**src/rtl/seq_multiplier.sv**
```systemverilog
// ============================================================================
// seq_multiplier: iterative shift-add multiplier, one multiplier bit per cycle,
// signed/unsigned operands, 2*WIDTH-bit product.  Rev 1.0
// ============================================================================
`default_nettype none

module seq_multiplier #(
    parameter int WIDTH = 32
) (
    input  logic                 clk_i,
    input  logic                 rst_i,
    input  logic                 start_i,
    input  logic                 signed_i,
    input  logic [WIDTH-1:0]     src1_i,
    input  logic [WIDTH-1:0]     src2_i,
    output logic                 busy_o,
    output logic                 done_o,
    output logic [2*WIDTH-1:0]   result_o
);

    localparam int CNT_W = $clog2(WIDTH + 1);

    typedef enum logic [1:0] {
        IDLE = 2'd0,
        RUN  = 2'd1,
        DONE = 2'd2
    } state_t;

    state_t             state;
    state_t             state_next;
    logic [2*WIDTH-1:0] mcand;
    logic [2*WIDTH-1:0] acc;
    logic [2*WIDTH-1:0] acc_next;
    logic [WIDTH-1:0]   mplier;
    logic [WIDTH-1:0]   mag1;
    logic [WIDTH-1:0]   mag2;
    logic [CNT_W-1:0]   count;
    logic               neg;
    logic               accept;
    logic               last;

    assign accept   = start_i && ((state == IDLE) || (state == DONE));
    assign last     = (count == CNT_W'(1));
    // The most negative value negates onto itself, which is exactly its
    // unsigned magnitude, so no extra bit is needed.
    assign mag1     = (signed_i && src1_i[WIDTH-1]) ? -src1_i : src1_i;
    assign mag2     = (signed_i && src2_i[WIDTH-1]) ? -src2_i : src2_i;
    assign acc_next = mplier[0] ? (acc + mcand) : acc;

    assign busy_o   = (state == RUN);
    assign done_o   = (state == DONE);

    always_ff @(posedge clk_i or negedge rst_i) begin
        if (!rst_i) begin
            state <= IDLE;
        end else begin
            state <= state_next;
        end
    end

    always_comb begin
        state_next = state;
        case (state)
            IDLE:    if (start_i) state_next = RUN;
            RUN:     if (last) state_next = DONE;
            DONE:    state_next = start_i ? RUN : IDLE;
            default: state_next = IDLE;
        endcase
    end

    always_ff @(posedge clk_i or negedge rst_i) begin
        if (!rst_i) begin
            mcand    <= '0;
            mplier   <= '0;
            acc      <= '0;
            count    <= '0;
            neg      <= 1'b0;
            result_o <= '0;
        end else if (accept) begin
            mcand  <= {{WIDTH{1'b0}}, mag1};
            mplier <= mag2;
            acc    <= '0;
            count  <= CNT_W'(WIDTH);
            neg    <= signed_i & (src1_i[WIDTH-1] ^ src2_i[WIDTH-1]);
        end else if (state == RUN) begin
            acc    <= acc_next;
            mcand  <= mcand << 1;
            mplier <= mplier >> 1;
            count  <= count - CNT_W'(1);
            if (last) begin
                result_o <= neg ? -acc_next : acc_next;
            end
        end
    end

endmodule

`default_nettype wire

```
**config.mk**
```make
export PLATFORM = sky130hd
export DESIGN_NAME = seq_multiplier
export DESIGN_NICKNAME = d
export VERILOG_FILES = /design/src/rtl/seq_multiplier.sv
export SDC_FILE = /design/constraint.sdc
export NUM_CORES = 1
export LEC_CHECK = 0
export BUFFER_PORTS_ARGS = -buffer_cell sky130_fd_sc_hd__clkbuf_2
export CAP_MARGIN = 20
export CORE_MARGIN = 2
export CORE_UTILIZATION = 60
export DETAILED_ROUTE_END_ITERATION = 8
export GPL_TIMING_DRIVEN = 0
export PLACE_DENSITY = 0.8
export SYNTH_ARGS = -nofsm -noshare
export SYNTH_HDL_FRONTEND = slang
export SYNTH_SLANG_ARGS = --single-unit
```
**constraint.sdc**
```tcl
create_clock -name clk_i -period 4.65 [get_ports clk_i]
set_input_delay 0.465 -clock clk_i [delete_from_list [all_inputs] [get_ports clk_i]]
set_output_delay 0.465 -clock clk_i [all_outputs]
set_load 0.005 [all_outputs]
```
==> flow_metrics.env <==
export IMPL_swShare_pct=53.15
export IMPL_synth_area_leaders="dfrtp_1 (34%), o21ai_0 (7.6%), nand2_1 (6.2%)"
export IMPL_avgViaCountPerCell=7.042
export IMPL_final_fill_count=2131
export IMPL_ctsHtreeMaxLevel=1
export IMPL_violations="setup timing"
export IMPL_drt_wl_total_um=68590
export IMPL_fin_util_pct=72.29
export IMPL_synthToLayoutAreaGrowth_pct=17.69
export IMPL_hp_class="primary input to flip-flop"
export IMPL_track_usage_pct=44.34
export IMPL_slew_viol_final=0
export IMPL_peakVddDrop_mv=0.4286
export IMPL_drive_above_1_share_pct=15.97
export IMPL_fin_setup_tns_ns=-0.2658
export IMPL_core_area_mm2=0.02801
export IMPL_synth_cell_area_mm2=0.01720
export IMPL_hold_viol_final=0
export IMPL_p_sw_mw=9.029
export IMPL_tightest_slew_ns=1.153
export IMPL_power_frac_clock_pct=13.6
export IMPL_via_count=18940
export IMPL_total_power_mw=16.99
export IMPL_dpl_worst_slack_ns=-1.409
export IMPL_antenna_found_initial=2
export IMPL_start_util_pct=61.42
export IMPL_cts_tree="built"
export IMPL_clk_path_buf_depth=3
export IMPL_synth_most_common_cell="nand2_1"
export IMPL_drtAntennaViolNets=0
export IMPL_ys_types=93
export IMPL_fmax_ghz=0.2102
export IMPL_power_frac_seq_pct=22.0
export IMPL_grt_pass1_wl_um=104600
export IMPL_grt_ovfl_total=0
export IMPL_die_height_um=173.3
export IMPL_critPathKind="flip-flop to flip-flop"
export IMPL_p_leak_nw=8.450
export IMPL_synth_nets=2239
export IMPL_synth_edff_count=0
export IMPL_min_period_over_period_pct=102.3
export IMPL_dp_hpwl_um=50480
export IMPL_gp_congestion=1.013
export IMPL_worstPathRequired_ns=5.16
export IMPL_layout_nets=2429
export IMPL_outcome="finished, violations left"
export IMPL_p_int_mw=7.958
export IMPL_netlist_instances=2102
export IMPL_drtIter0Drc=2463
export IMPL_clk_latency_ns=0.57
export IMPL_clockRootBuffer="clkbuf_16"
export IMPL_wire_per_inst_um=25.51
export IMPL_grt_max_degree=103
export IMPL_yosysSeqAreaShare_pct=33.89
export IMPL_grt_pass1_vias=18330
export IMPL_ys_flop_type="dfrtp_1"
export IMPL_drc=0
export IMPL_cap_violations=0
export IMPL_row_count=61
export IMPL_async_reset_ff_share_pct=100.0
export IMPL_synth_common_cells="nand2_1 (285), o21ai_0 (262), dfrtp_1 (233), nor2_1 (135), a21oi_1 (133)"
export IMPL_clkSlewWorstSetupHoldPaths_ns=0.06
export IMPL_io_pins=134
export IMPL_setup_worst_path_end_class="flip-flop"
export IMPL_setup_violations=8
export IMPL_synth_top_area_cell="dfrtp_1"
export IMPL_setup_ws_ns=-0.1069
export IMPL_yosysWarnings=0
export IMPL_clock_skew_final_ns=0.02737
export IMPL_critPathArrivalTime_ns=5.27
export IMPL_pwr_share_comb_pct=64.4
export IMPL_cts_buffers=28
export IMPL_hold_ws_ns=0.2163
export IMPL_synth_top_area_share_pct=33.89
export IMPL_crit_fanout=6
export IMPL_antenna_cells=0
export IMPL_min_period_ns=4.757
export IMPL_synth_seq_cells=233
export IMPL_max_slew_margin_pct=23.12
export IMPL_clock_sinks=233
export IMPL_drtPass1Iterations=7
export IMPL_dieArea_mm2=0.03004
export IMPL_fp_dieW_um=173.3
export IMPL_syn_avg_cell_area_um2=8.185
export IMPL_io_buffers=133
export IMPL_startpoint_type="flip-flop"
export IMPL_pwr_density_cell_mw_per_mm2=838.9
[path summary, 6_finish.rpt]
path / slack, ns / end / cells past startpoint / start
setup / recovery: -0.11 / result_o[53] / 13 / acc[6]
hold / removal: 0.22 / mplier[31] / 3 / src2_i[31]
setup reg to reg: -0.11 / result_o[53] / 13 / acc[6]
hold reg to reg: 0.48 / result_o[41] / 2 / result_o[41]
max in group asynchronous: 2.88 / mcand[0] / 4 / rst_i
min in group asynchronous: 0.44 / acc[35] / 2 / rst_i
[layer usage]
layer | track usage, % | wire length, um | vias to the layer above | part of all wire (%)
met3 | 9.605 | 7147 | 414 | 10
li1 | - | - | 8223 | -
met5 | 0 | 26 | - | 0.038
met1 | 54.56 | 25180 | 8967 | 37
met2 | 69.95 | 30360 | 1329 | 44
met4 | 30.19 | 5873 | 4 | 8.6
[flip-flops by register name (all words and copies together) (netlist names)]
register,cells
neg,1
acc,64
mplier,32
mcand,64
result_o,64
count,6
state,2
[through the flow]
stage,cell area (um2),instances
floorplan,17200,2102
global placement,18340,2613
detailed placement,18420,2617
CTS,19660,2674
global route,20250,2689
finish,20250,2689
[final cells by class]
type	instances	area, um2	share of cell area (%)
Tap cell	378	473.0	2.336
Clock inverter	15	201.4	0.9949
Inverter	32	120.1	0.5932
Multi-Input combinational cell	1711	11380	56.19
Sequential cell	233	5832	28.80
Buffer	112	467.9	2.311
Clock buffer	34	753.2	3.720
Timing Repair Buffer	174	1023	5.055
[power groups by stage]
| stage | combinational, mW | sequential [mW] | clock [mW] |
|---|---|---|---|
| 6_report | 10.9 | 3.73 | 2.32 |
| 2_1_floorplan | 6.50 | 3.38 | 0 |
| 3_3_place_gp | 9.23 | 3.65 | 0 |
| 4_1_cts | 9.80 | 3.66 | 2.29 |
| 5_1_grt | 11.6 | 3.77 | 2.40 |
| 3_5_place_dp | 9.47 | 3.68 | 0 |
[repair_timing]
action	in CTS	in global routing
setup endpoints to repair	58	41
hold buffers	1	0
setup buffers	10	26
pin swaps	7	27
gates resized for setup	45	92
hold endpoints to repair	60	0
[placed cells by master, fill, tap and decap left out, types with 8 or more instances in the layout]
cell | synthesis | layout
o21ai_0 | 262 | 252
nand2b_1 | 21 | 21
a21oi_2 | 3 | 9
a22o_1 | 51 | 51
or4_1 | 17 | 17
o21a_1 | 17 | 17
o2111ai_1 | 9 | 9
clkbuf_16 | 0 | 28
mux2i_1 | 9 | 8
dfrtp_1 | 233 | 232
and3_1 | 14 | 14
buf_2 | 12 | 18
clkbuf_1 | 101 | 83
a21o_1 | 26 | 26
buf_4 | 0 | 35
o31ai_1 | 20 | 15
a31oi_1 | 19 | 12
or3_1 | 21 | 16
nor4_1 | 14 | 11
inv_1 | 32 | 32
nor2_1 | 135 | 133
ha_1 | 68 | 66
a211oi_1 | 23 | 16
a211o_1 | 8 | 8
o211ai_1 | 15 | 15
xnor2_1 | 86 | 84
nand2_1 | 285 | 284
o21ai_1 | 21 | 28
nand4_1 | 42 | 42
clkbuf_2 | 0 | 142
mux2_2 | 8 | 8
nor3_1 | 44 | 37
nand3_1 | 44 | 39
xor2_1 | 52 | 50
nor2b_1 | 23 | 23
a22oi_1 | 63 | 63
a21oi_1 | 133 | 124
[kinds of logic after synthesis]
family | Yosys count | share of synthesized area (%)
AOI/OAI and AO/OA | 775 | 29.40
xor gates and xnor gates | 138 | 7.025
adders and majority gates | 69 | 5.062
buffers and inverters | 158 | 3.622
DFF | 233 | 33.89
muxes | 17 | 1.047
and+or+nand+nor | 712 | 19.96
[worst max-delay path: stages, from the launching register on]
cell,delay [ns]
dfrtp_1,0.42
ha_1,0.47
nand2_1,0.18
a211oi_2,0.47
a21oi_4,0.16
o211ai_1,0.51
a211o_1,0.21
nand3_1,0.30
or3_1,0.50
nor4_4,0.38
nand4_1,0.19
o21ai_1,0.20
xor2_1,0.44
mux2_2,0.26
No activity file was read; power rests on OpenSTA's default activity.
